==> config.mk <==
export PLATFORM = sky130hd
export DESIGN_NAME = tetris_game_sequencer
export DESIGN_NICKNAME = d
export VERILOG_FILES = /design/src/rtl/tetris_game_sequencer.sv
export SDC_FILE = /design/constraint.sdc
export NUM_CORES = 1
export LEC_CHECK = 0
export CORE_MARGIN = 2
export CORE_UTILIZATION = 48
export DETAILED_ROUTE_END_ITERATION = 8
export PLACE_DENSITY = 0.83
export SYNTH_ARGS = -nofsm -noshare
export SYNTH_HDL_FRONTEND = slang
export SYNTH_SLANG_ARGS = --single-unit
==> constraint.sdc <==
create_clock -name clock -period 2.15 [get_ports clock]
set_input_delay 0.43 -clock clock [delete_from_list [all_inputs] [get_ports clock]]
set_output_delay 0.43 -clock clock [all_outputs]
set_load 0.01 [all_outputs]
==> src/rtl/tetris_game_sequencer.sv <==
// Command sequencer for the tetris field engine: turns key edges and the game tick
// into one-at-a-time field commands, and keeps the score and the game-over flag.
module tetris_game_sequencer #(
  parameter int GRAVITY_DIV = 10,
  parameter int FAST_DIV    = 1
) (
  input  logic        clock,
  input  logic        resetn,
  input  logic        tick,
  input  logic        key_left,
  input  logic        key_right,
  input  logic        key_rotate,
  input  logic        key_speed,
  input  logic [2:0]  rand_in,
  output logic        cmd_valid,
  output logic [2:0]  cmd_op,
  output logic [2:0]  piece_sel,
  input  logic        cmd_ready,
  input  logic        resp_valid,
  input  logic        resp_blocked,
  input  logic        resp_topout,
  input  logic [2:0]  resp_lines,
  output logic [31:0] score,
  output logic        game_over,
  output logic        busy
);

  localparam int MAX_DIV = (GRAVITY_DIV > FAST_DIV) ? GRAVITY_DIV : FAST_DIV;
  localparam int CW      = (MAX_DIV > 2) ? $clog2(MAX_DIV) : 1;
  localparam logic [CW-1:0] GRAV_RELOAD = CW'(GRAVITY_DIV - 1);
  localparam logic [CW-1:0] FAST_RELOAD = CW'(FAST_DIV - 1);

  localparam logic [2:0] OP_NOP    = 3'd0;
  localparam logic [2:0] OP_SPAWN  = 3'd1;
  localparam logic [2:0] OP_LEFT   = 3'd2;
  localparam logic [2:0] OP_RIGHT  = 3'd3;
  localparam logic [2:0] OP_ROTATE = 3'd4;
  localparam logic [2:0] OP_DOWN   = 3'd5;
  localparam logic [2:0] OP_CLEAR  = 3'd6;

  typedef enum logic [2:0] {
    ST_SPAWN = 3'd0,
    ST_ISSUE = 3'd1,
    ST_WAIT  = 3'd2,
    ST_IDLE  = 3'd3,
    ST_CLEAR = 3'd4,
    ST_OVER  = 3'd5
  } state_t;

  state_t        state_r;
  logic          cmd_valid_r;
  logic [2:0]    cmd_op_r;
  logic [2:0]    piece_r;
  logic [31:0]   score_r;
  logic          game_over_r;
  logic          busy_r;

  logic          left_prev_r, right_prev_r, rot_prev_r;
  logic          left_pend_r, right_pend_r, rot_pend_r, grav_pend_r;
  logic [CW-1:0] grav_cnt_r;

  logic          left_edge_s, right_edge_s, rot_edge_s, grav_fire_s;
  logic          load_valid_s, load_left_s, load_right_s, load_rot_s, load_down_s;
  logic [2:0]    load_op_s;
  logic [32:0]   score_sum_s;

  function automatic logic [31:0] line_points(input logic [2:0] lines);
    case (lines)
      3'd0:    return 32'd0;
      3'd1:    return 32'd1;
      3'd2:    return 32'd3;
      3'd3:    return 32'd5;
      default: return 32'd8;
    endcase
  endfunction

  function automatic logic [2:0] map_piece(input logic [2:0] r);
    if (r > 3'd4) return r - 3'd5;
    else          return r;
  endfunction

  // Edge detection, pending-op selection by priority and saturating score sum.
  always_comb begin
    left_edge_s  = key_left   & ~left_prev_r;
    right_edge_s = key_right  & ~right_prev_r;
    rot_edge_s   = key_rotate & ~rot_prev_r;
    grav_fire_s  = tick & (grav_cnt_r == {CW{1'b0}}) & (state_r != ST_OVER);
    load_valid_s = 1'b0;
    load_left_s  = 1'b0;
    load_right_s = 1'b0;
    load_rot_s   = 1'b0;
    load_down_s  = 1'b0;
    load_op_s    = OP_NOP;
    if (state_r == ST_IDLE) begin
      if (rot_pend_r) begin
        load_rot_s = 1'b1;
        load_op_s  = OP_ROTATE;
      end else if (left_pend_r) begin
        load_left_s = 1'b1;
        load_op_s   = OP_LEFT;
      end else if (right_pend_r) begin
        load_right_s = 1'b1;
        load_op_s    = OP_RIGHT;
      end else if (grav_pend_r) begin
        load_down_s = 1'b1;
        load_op_s   = OP_DOWN;
      end else begin
        load_op_s = OP_NOP;
      end
      load_valid_s = rot_pend_r | left_pend_r | right_pend_r | grav_pend_r;
    end else begin
      load_valid_s = 1'b0;
    end
    score_sum_s = {1'b0, score_r} + {1'b0, line_points(resp_lines)};
  end

  // Key edge registers, sticky pending flags and the gravity divider.
  always_ff @(posedge clock or negedge resetn) begin
    if (!resetn) begin
      left_prev_r  <= 1'b0;
      right_prev_r <= 1'b0;
      rot_prev_r   <= 1'b0;
      left_pend_r  <= 1'b0;
      right_pend_r <= 1'b0;
      rot_pend_r   <= 1'b0;
      grav_pend_r  <= 1'b0;
      grav_cnt_r   <= GRAV_RELOAD;
    end else begin
      left_prev_r  <= key_left;
      right_prev_r <= key_right;
      rot_prev_r   <= key_rotate;
      if (state_r == ST_OVER) begin
        left_pend_r  <= 1'b0;
        right_pend_r <= 1'b0;
        rot_pend_r   <= 1'b0;
        grav_pend_r  <= 1'b0;
      end else begin
        // A new edge wins over the clear of the same flag.
        left_pend_r  <= left_edge_s  | (left_pend_r  & ~load_left_s);
        right_pend_r <= right_edge_s | (right_pend_r & ~load_right_s);
        rot_pend_r   <= rot_edge_s   | (rot_pend_r   & ~load_rot_s);
        grav_pend_r  <= grav_fire_s  | (grav_pend_r  & ~load_down_s);
        if (tick) begin
          if (grav_cnt_r == {CW{1'b0}}) grav_cnt_r <= key_speed ? FAST_RELOAD : GRAV_RELOAD;
          else                          grav_cnt_r <= grav_cnt_r - CW'(1);
        end
      end
    end
  end

  // Main sequencer FSM with registered command, score and status outputs.
  always_ff @(posedge clock or negedge resetn) begin
    if (!resetn) begin
      state_r     <= ST_SPAWN;
      cmd_valid_r <= 1'b0;
      cmd_op_r    <= OP_NOP;
      piece_r     <= 3'd0;
      score_r     <= 32'd0;
      game_over_r <= 1'b0;
      busy_r      <= 1'b0;
    end else begin
      case (state_r)
        ST_SPAWN: begin
          busy_r <= 1'b1;
          if (!cmd_valid_r) begin
            piece_r     <= map_piece(rand_in);
            cmd_op_r    <= OP_SPAWN;
            cmd_valid_r <= 1'b1;
          end else if (cmd_ready) begin
            cmd_valid_r <= 1'b0;
            state_r     <= ST_WAIT;
          end
        end
        ST_ISSUE, ST_CLEAR: begin
          if (cmd_ready) begin
            cmd_valid_r <= 1'b0;
            state_r     <= ST_WAIT;
          end
        end
        ST_WAIT: begin
          if (resp_valid) begin
            case (cmd_op_r)
              OP_SPAWN: begin
                if (resp_topout) begin
                  state_r     <= ST_OVER;
                  game_over_r <= 1'b1;
                end else begin
                  state_r <= ST_IDLE;
                  busy_r  <= 1'b0;
                end
              end
              OP_DOWN: begin
                if (resp_blocked) begin
                  state_r     <= ST_CLEAR;
                  cmd_op_r    <= OP_CLEAR;
                  cmd_valid_r <= 1'b1;
                end else begin
                  state_r <= ST_IDLE;
                  busy_r  <= 1'b0;
                end
              end
              OP_CLEAR: begin
                score_r <= score_sum_s[32] ? 32'hFFFF_FFFF : score_sum_s[31:0];
                state_r <= ST_SPAWN;
              end
              default: begin
                state_r <= ST_IDLE;
                busy_r  <= 1'b0;
              end
            endcase
          end
        end
        ST_IDLE: begin
          if (load_valid_s) begin
            cmd_op_r    <= load_op_s;
            cmd_valid_r <= 1'b1;
            busy_r      <= 1'b1;
            state_r     <= ST_ISSUE;
          end
        end
        ST_OVER: begin
          cmd_valid_r <= 1'b0;
          game_over_r <= 1'b1;
          busy_r      <= 1'b1;
        end
        default: begin
          cmd_valid_r <= 1'b0;
          state_r     <= ST_SPAWN;
        end
      endcase
    end
  end

  assign cmd_valid = cmd_valid_r;
  assign cmd_op    = cmd_op_r;
  assign piece_sel = piece_r;
  assign score     = score_r;
  assign game_over = game_over_r;
  assign busy      = busy_r;

endmodule

==> out/summary.txt, run 1 <==
Largest stage delay, worst path - 0.50 ns
Slew Viols, Final - 0
Synth cell types - 55
RSZ-0062 raised after global routing - no
Hold buffers post-CTS - 0
Layout overhead on the synthesized area - 33.81%
Syn_area_per_cell - 9.217 um2
Layout Skew - 0.01372 ns
Peak supply drop - 560.0 uV
Worst slew pin tran - 0.4975 ns
Post-Syn Area - 3272 um2
Tmin final - 2.051 ns
Leading area contributor after synthesis - dfrtp_1
CP Launch Type - primary input
CTS Root Cell - clkbuf_8
Core area - 6681 um2
Most common cell in the netlist - dfrtp_1
CTS sink cnt - 55
Vias per inst - 6.301
Status - finished clean
Worst skew pair latency - 0.32 ns
Antenna diode count - 0
Final global-route overflow total - 0
Seq/Total Area, Yosys - 42.14%
Routed length per instance - 16.98 um
Fmax - 487.5 MHz
Total CTS buffers - 5
Number of flops mapped to enable cells by yosys - 0
Post-route DRC - 0
Synth Warn # - 0
Crit-path cells - dlygate4sd2_1, and3b_1, ha_4, buf_4, o21a_4, a21oi_2, buf_12, or4_1, nand3_1
GP Congestion - 0.9193
Drt first pass iters - 5
Synth top area cells - dfrtp_1 41%, nand3_1 5.0%, nand2_1 3.7%, nand4_1 2.9%, mux2_2 2.8%
CP Data Required Time - 2.41 ns
Crit-path max FO - 17
Syn Inst Count - 355
H-tree depth - 2
Place WS - -0.6294 ns
DP HPWL - 6074 um
P per Cell Area - 831.7 nW/um2
Placed inst area - 4161 um2
Total number of vias - 3289
Max-slew headroom - 66.58%
Fraction of registers with async set/reset - 100.0%
CP bufs+invs - 3
I/O Pins - 58
Post-route ant nets - 0
Final critical-path setup slack - 0.09868 ns
Top post-synthesis cells by count - 53 x dfrtp_1, 33 x nand3_1, 32 x nand2_1
Finish-stage setup viols - 0
Clock Tree Buf Depth - 2
Worst Hold Class - primary input to asynchronous set/reset pin
# rows - 30
Setup crit end kind - flip-flop
Height of the die - 86.56 um
Data arrival, critical path - 2.31 ns
Fin. Hold Viols - 0
Drt total wl - 8863 um
Die width - 86.56 um
CTS tree - built
CP max-delay cell - or4_1
Leak Pwr - 1.804 nW
Die ar. - 7493 um2
Syn_nets - 379
Final period util - 95.41%
Ys flop type - dfrtp_1
Largest net degree at the start of global routing - 56
Design Area, Final - 4378 um2
Yosys reg bits - 55
Setup CP Type - primary input to flip-flop
# nets final - 465
Crit path max-delay family - simple AND/OR/NAND/NOR gates
Number of global-route vias before repair - 3118
Setup tns final - 0 ns
Clock transition at path regs - 0.11 ns
Overall Power - 3.641 mW
Max-Cap Viols - 0
Yosys top cell area share - 40.54%
Layout cells sized above 1 - 16.97%
Port Buffers - 57
First-pass GRT wire length - 14440 um
Initial core utilization - 48.97%
Total track usage - 23.78%
Iter 0 DRT Violations - 329
Initial antenna violation count - 0
-- worst paths after layout --
check	start	end	slack [ns]	cells past startpoint
worst max-delay path	resp_lines[2]	score[7]	0.1	9
worst min-delay path	resetn	left_prev_r	0.08	2
worst max register to register	score[3]	score[14]	0.18	5
worst min register to register	game_over	game_over	0.50	1
max in group asynchronous	resetn	grav_cnt_r[3]	1.77	2
min in group clock	game_over	game_over	0.50	1
-- area by class of cell --
class	count	area, um2
Fill cell	533	2303
Clock buffer	5	68.82
Sequential cell	55	1379
Multi-Input combinational cell	272	1883
Inverter	14	52.55
Timing Repair Buffer	93	870.8
Tap cell	80	100.1
Clock inverter	3	23.77
-- metal layers --
metal / up-vias / routed length (um) / global-route usage, %
met3: 24 / 528 / 3.143
li1: 1539 / - / -
met2: 142 / 4299 / 39.37
met5: - / 0 / 0
met4: 0 / 196 / 8.097
met1: 1584 / 3839 / 32.27
-- power breakdown --
| part | switching (mW) | internal [mW] | leakage, nW |
|---|---|---|---|
| Clock | 0.369 | 0.234 | 0.0408 |
| Combinational | 0.756 | 0.799 | 1.07 |
| Sequential | 0.231 | 1.25 | 0.690 |
| Total | 1.36 | 2.29 | 1.80 |
-- cell usage in the layout (no fill, tap or decap), types with 9 or more instances in the layout --
cell type and instances:
nor2_1 21, nand4_1 15, o21ai_0 12, or4_1 9, nand3_1 32, nand2_1 31
clkdlybuf4s50_1 53, buf_4 33, o31ai_1 11, inv_1 14, dfrtp_1 53, or3_1 9
-- cell families (layout without fill, tap and decap cells) --
group	count (synthesis)	in the layout	synth area share, %
multiplexers	12	12	3.977
adder cells (fa/ha/maj)	7	7	2.906
AND/OR/NAND/NOR	175	175	30.13
flip-flops	55	55	42.14
AO/OA/AOI/OAI	74	75	16.14
XOR/XNOR	3	3	0.8032
buffers and inverters	29	115	3.901
-- registers in the layout (all words and copies together), names as in the netlist, 3 cells and up --
| register | flops |
|---|---|
| grav_cnt_r | 4 |
| score | 32 |
| state_r | 3 |
| cmd_op | 3 |
| piece_sel | 3 |
-- metrics by stage --
step | hold WS (ns) | utilization [%] | cells
5_1_grt | 0.1033 | 65.52 | 522
6_report | 0.08201 | 65.52 | 522
4_1_cts | 0.1062 | 64.51 | 520
3_5_place_dp | 0.4523 | 62.28 | 510
2_1_floorplan | 0.1344 | - | 355
3_3_place_gp | 0.4480 | 62.28 | 510
-- timing repair --
item                                    CTS  global route
pin swaps                                 6             2
buffers inserted                          1             2
gates cloned                              1             0
resized for setup                        11             9
endpoints found under the setup margin   32            20
Power figures use the tool's default switching activity.
==> run 2, diff against run 1 <==
SLEW_MARGIN = 15   (was not set)
==> results of run 2 <==
The final DEF is identical to that of run 1; final timing and power are the same.
==> run 3, diff against run 2 <==
CORE_UTILIZATION = 45   (was 48)
PLACE_DENSITY = 0.73   (was 0.83)
SETUP_SLACK_MARGIN = 0.4   (was not set)
==> run 3 against run 2 <==
Effect of this change: the flow now finishes with violations (hold timing); design area is 20% higher; register-to-register slack hardly changed; clock-buffer cell count up 3; global-route usage up 1.8 points; die area grew 6.4%; via count grew 4.6%; final cell count rose by 13%; highest routed layer unchanged.
==> out/summary.txt, run 3 (synthesis results as in run 1) <==
Fin. Hold Viols - 2 (+2)
Peak supply drop - 505.9 uV (-9.7%)
GP Congestion - 0.8763 (-4.7%)
Design Area, Final - 5255 um2 (+20%)
Crit-path cells - ha_4, buf_6, nand3_4, a211oi_4, buf_6, nand4_1, mux2_4
Commonest non-fill, non-tap cell in the layout - buf_4
Vias per inst - 5.842 (-7.3%)
Core area - 7137 um2 (+6.8%)
CP most frequent cell - buf_6
Die width - 89.27 um (+3.1%)
Final core occ - 73.63% (+8.1 points)
# rows - 31 (+3.3%)
Worst skew pair latency - 0.31 ns (about the same)
Max reg flops - 32 (unchanged)
Port Buffers - 57 (unchanged)
Crit-path max FO - 5 (-12)
Setup tns final - 0 ns (unchanged)
Antenna diode count - 0 (unchanged)
CP Data Required Time - 2.34 ns (-0.07 ns)
Worst slew pin tran - 0.4361 ns (-0.06142 ns)
I/O Pins - 58 (unchanged)
Status - complete, but fails checks
Routed length per instance - 16.84 um (-0.83%)
Finish-stage setup viols - 0 (unchanged)
# nets final - 513 (+10%)
Largest stage delay, worst path - 0.42 ns (-0.08 ns)
Slew Viols, Final - 0 (unchanged)
Layout Skew - 0.009880 ns (-0.003840 ns)
Total track usage - 25.63% (+1.8 points)
Max-Cap Viols - 0 (unchanged)
P per Cell Area - 780.6 nW/um2 (-6.1%)
Setup CP Type - flip-flop to flip-flop
Max-slew headroom - 70.71% (+4.1 points)
Total number of vias - 3441 (+4.6%)
Clock Tree Buf Depth - 2 (unchanged)
Final period util - 91.88% (-3.5 points)
Final global-route overflow total - 0 (unchanged)
Data arrival, critical path - 2.17 ns (-0.14 ns)
Clock transition at path regs - 0.10 ns (about the same)
Post-route DRC - 0 (unchanged)
Setup crit end kind - flip-flop
Initial core utilization - 45.85% (-3.1 points)
Largest net degree at the start of global routing - 26 (-54%)
Layout cells sized above 1 - 35.92% (+19 points)
CP Launch Type - flip-flop
Drt total wl - 9918 um (+12%)
Failing checks - hold timing
CP max-delay cell - dfrtp_1
First-pass GRT wire length - 15980 um (+11%)
Tmin final - 1.975 ns (-0.07588 ns)
Setup slack, reg-to-reg - 0.17 ns (about the same)
Post-route ant nets - 0 (unchanged)
DP HPWL - 6354 um (+4.6%)
CTS sink cnt - 55 (unchanged)
Commonest non-fill, non-tap cells in the layout - 66 x buf_4, 39 x dfrtp_1, 30 x nand2_1
R2R depth - 7 (+2)
Initial antenna violation count - 0 (unchanged)
Worst Hold Class - primary input to asynchronous set/reset pin
Layout overhead on the synthesized area - 60.61%
Height of the die - 89.27 um (+3.1%)
Iter 0 DRT Violations - 232 (-29%)
CTS tree - built
Drt first pass iters - 4 (-1)
CTS Root Cell - clkbuf_8
WHS - -0.002994 ns (-0.08501 ns)
H-tree depth - 2 (unchanged)
Leak Pwr - 2.498 nW (+38%)
Number of global-route vias before repair - 3322 (+6.5%)
Placed inst area - 4354 um2 (+4.6%)
Die ar. - 7969 um2 (+6.4%)
RSZ-0062 raised after global routing - yes
Fmax - 506.2 MHz (+3.8%)
Total CTS buffers - 5 (unchanged)
[run 3: final timing paths]
kind,end,from
min in group clock,game_over,game_over
max reg2reg,score[28],score[3]
max in group asynchronous,score[16],resetn
min reg2reg,game_over,game_over
max,score[28],score[3]
min,busy,resetn
[run 3: critical path: cells and delay by family (launching register included)]
kind	cells	cell delay, ns
AOI/OAI and AO/OA	1	0.33
adders and majority gates	1	0.30
buffers and inverters	2	0.27
DFF	1	0.42
muxes	1	0.33
and+or+nand+nor	2	0.21
[run 3: power by group]
group | internal (mW) | total, mW | switching (mW)
logic | 1.08 | 2.00 | 0.920
clock network | 0.295 | 0.624 | 0.330
registers | 1.26 | 1.48 | 0.220
[run 3: layer usage]
metal / share of wire, % / up-vias / GRT usage [%]
met3: 4.8 / 27 / 4.155
li1: - / 1630 / -
met1: 42 / 1664 / 33.22
met5: 0 / - / 0
met4: 2.5 / 0 / 8.005
met2: 51 / 120 / 43.97
[run 3: final cells by class]
cell class	count	area (um2)
Inverter	14	52.55
Tap cell	99	123.9
Sequential cell	55	1396
Multi-Input combinational cell	271	2167
Timing Repair Buffer	142	1415
Clock buffer	8	100.1
Fill cell	514	1882
[run 3: what timing repair did]
item | CTS | global route
pin swaps | 27 | 16
setup endpoints to repair | 60 | 65
hold buffers | 0 | 0
setup buffers | 31 | 16
endpoints found under the hold margin | 0 | 0
gates cloned | 4 | 0
gates resized for setup | 67 | 45
[run 3: stage by stage]
stage	total power [mW]	setup slack (ns)	std cells
floorplan	2.493	0.1394	355
global placement	3.072	-0.4864	530
detailed placement	3.111	-0.5589	530
CTS	3.984	0.1801	573
global route	4.357	0.1158	589
finish	4.102	0.1746	589
==> edit: new RTL, settings of run 3 <==
Register the inputs `key_left`, `key_right`, `key_rotate` and `key_speed` before use, without a reset. The logic sees them one clock later. The other inputs are not delayed to match.
--- a/src/rtl/tetris_game_sequencer.sv
+++ b/src/rtl/tetris_game_sequencer.sv
@@ -47,6 +47,18 @@
     ST_OVER  = 3'd5
   } state_t;
 
+  logic key_left_q;
+  logic key_right_q;
+  logic key_rotate_q;
+  logic key_speed_q;
+
+  always_ff @(posedge clock) begin
+    key_left_q   <= key_left;
+    key_right_q  <= key_right;
+    key_rotate_q <= key_rotate;
+    key_speed_q  <= key_speed;
+  end
+
   state_t        state_r;
   logic          cmd_valid_r;
   logic [2:0]    cmd_op_r;
@@ -81,9 +93,9 @@
 
   // Edge detection, pending-op selection by priority and saturating score sum.
   always_comb begin
-    left_edge_s  = key_left   & ~left_prev_r;
-    right_edge_s = key_right  & ~right_prev_r;
-    rot_edge_s   = key_rotate & ~rot_prev_r;
+    left_edge_s  = key_left_q & ~left_prev_r;
+    right_edge_s = key_right_q & ~right_prev_r;
+    rot_edge_s   = key_rotate_q & ~rot_prev_r;
     grav_fire_s  = tick & (grav_cnt_r == {CW{1'b0}}) & (state_r != ST_OVER);
     load_valid_s = 1'b0;
     load_left_s  = 1'b0;
@@ -126,9 +138,9 @@
       grav_pend_r  <= 1'b0;
       grav_cnt_r   <= GRAV_RELOAD;
     end else begin
-      left_prev_r  <= key_left;
-      right_prev_r <= key_right;
-      rot_prev_r   <= key_rotate;
+      left_prev_r  <= key_left_q;
+      right_prev_r <= key_right_q;
+      rot_prev_r   <= key_rotate_q;
       if (state_r == ST_OVER) begin
         left_pend_r  <= 1'b0;
         right_pend_r <= 1'b0;
@@ -141,7 +153,7 @@
         rot_pend_r   <= rot_edge_s   | (rot_pend_r   & ~load_rot_s);
         grav_pend_r  <= grav_fire_s  | (grav_pend_r  & ~load_down_s);
         if (tick) begin
-          if (grav_cnt_r == {CW{1'b0}}) grav_cnt_r <= key_speed ? FAST_RELOAD : GRAV_RELOAD;
+          if (grav_cnt_r == {CW{1'b0}}) grav_cnt_r <= key_speed_q ? FAST_RELOAD : GRAV_RELOAD;
           else                          grav_cnt_r <= grav_cnt_r - CW'(1);
         end
       end
Check against the original RTL: not equivalent (a bounded check fails within 10 cycles, from zero or initial values and one cycle with resetn low).
==> edit against run 3 <==
Worst setup slack worse by 0.11 ns. Fmax is 5.2% lower. Wire length is 8.7% lower. Sequential cell count is 4 higher. Area after synthesis is 3.9% lower. Design area is 8.0% lower. Non-clock buffer count is 18 lower. Total power is 7.7% higher.
==> edit: results <==
[yosys]
netlist_instances = 327
synth_area_leaders = "dfrtp_1, nand2_1, o21ai_0, xnor2_1, a21oi_1"
synthAdderAreaFrac_pct = 3.023
ys_seq_area_share_pct = 46.38
synth-xor-area-share_pct = 4.177
ys_types = 57
synth.net_count = 351
synth_mux_area_share_pct = 3.381
synth_common_cells = "dfrtp_1, nand2_1, nor2_1"
synth_compound_area_share_pct = 13.09
synth-async-reset-ratio_pct = 93.22

[route]
first_pass_iters = 5
wl_met2_mm = 4.423
wl_per_cell_um = 16.34
wirelength_met1_mm = 3.955
routed-wl-met3_um = 466
vias = 3115
vias_per_cell = 5.623

[critical_path]
critical-path-top-delay-family = "adder cells"
critPathMaxFanout = 11

[clocking]
clk_latency_ns = 0.35
cts-buffers-inserted = 9
clk_pin_slew_ns = 0.07

[power_and_ir_drop]
p_leak_nw = 2.365
pg_clk_mw = 1.18
p_sw_mw = 1.450
irDropWorstVdd_uv = 680.3
power_frac_clock_pct = 26.6

[placed_design]
gp_congestion = 0.8498
hpwl_mm = 5.732
dp_cells = 501
post_dp_cell_area_sq_mm = 0.004110

[final_layout]
nets = 477
n_fill_cell = 486
drive_above_1_share_pct = 32.10

[run_status]
status = "finished, final reports clean"

[global_routing]
grt_pass1_wl_mm = 13.25
grt_pass1_vias = 2787
grt_max_degree = 23
track_usage_pct = 22.68
grt_use_met2_pct = 36.64
met3_usage_pct = 4.336
use_met1_pct = 29.92

[sta]
tightest_slew_ns = 0.7814
fin_skew_ns = 0.008693
[edit: changes by cell type after synthesis, sizes merged, moves of 9 or more]
| cell | delta |
|---|---|
| o21ai | +9 |
| o31ai | -10 |
| nand2 | +14 |
| xnor2 | +11 |
| nand3 | -25 |
[edit: repair_timing]
item                       in CTS  in global routing
gates resized for setup        59                 34
pin swaps                      16                 15
setup buffers                  20                 16
setup endpoints to repair      62                 47
gates cloned                    0                  1
[edit: through the flow]
step                util [%]  hold WS (ns)  worst slack (ns)
detailed placement     60.50        0.3377           -0.6197
CTS                    67.29       0.05609           0.06595
global placement       60.50        0.3337           -0.5170
floorplan                  -        0.1344          -0.02426
global route           71.18       0.08672          0.009019
finish                 71.18       0.05039           0.06610
[edit: area by class of cell]
| type | instances | area, sq um | share of cell area, % |
|---|---|---|---|
| clock buffers | 12 | 155.1 | 3.208 |
| clock inverters | 4 | 72.57 | 1.501 |
| inverters | 7 | 26.28 | 0.5433 |
| multi-input cells | 252 | 1849 | 38.24 |
| flip-flops and latches | 59 | 1473 | 30.45 |
| well taps | 96 | 120.1 | 2.484 |
| repair buffers | 124 | 1140 | 23.57 |
[edit: worst paths after layout]
path / from / endpoint / slack (ns) / depth (start not counted)
max in group asynchronous: resetn / score[4]$_DFFE_PN0P_ / 1.44 / 2
hold / removal: resetn / state_r[1]$_DFFE_PN0P_ / 0.05 / 1
hold reg to reg: key_left_q$_DFF_P_ / left_prev_r$_DFF_PN0_ / 0.34 / 0
min in group clock: key_left_q$_DFF_P_ / left_prev_r$_DFF_PN0_ / 0.34 / 0
setup reg to reg: score[0]$_DFFE_PN0P_ / score[6]$_DFFE_PN0P_ / 0.07 / 9
setup / recovery: score[0]$_DFFE_PN0P_ / score[6]$_DFFE_PN0P_ / 0.07 / 9
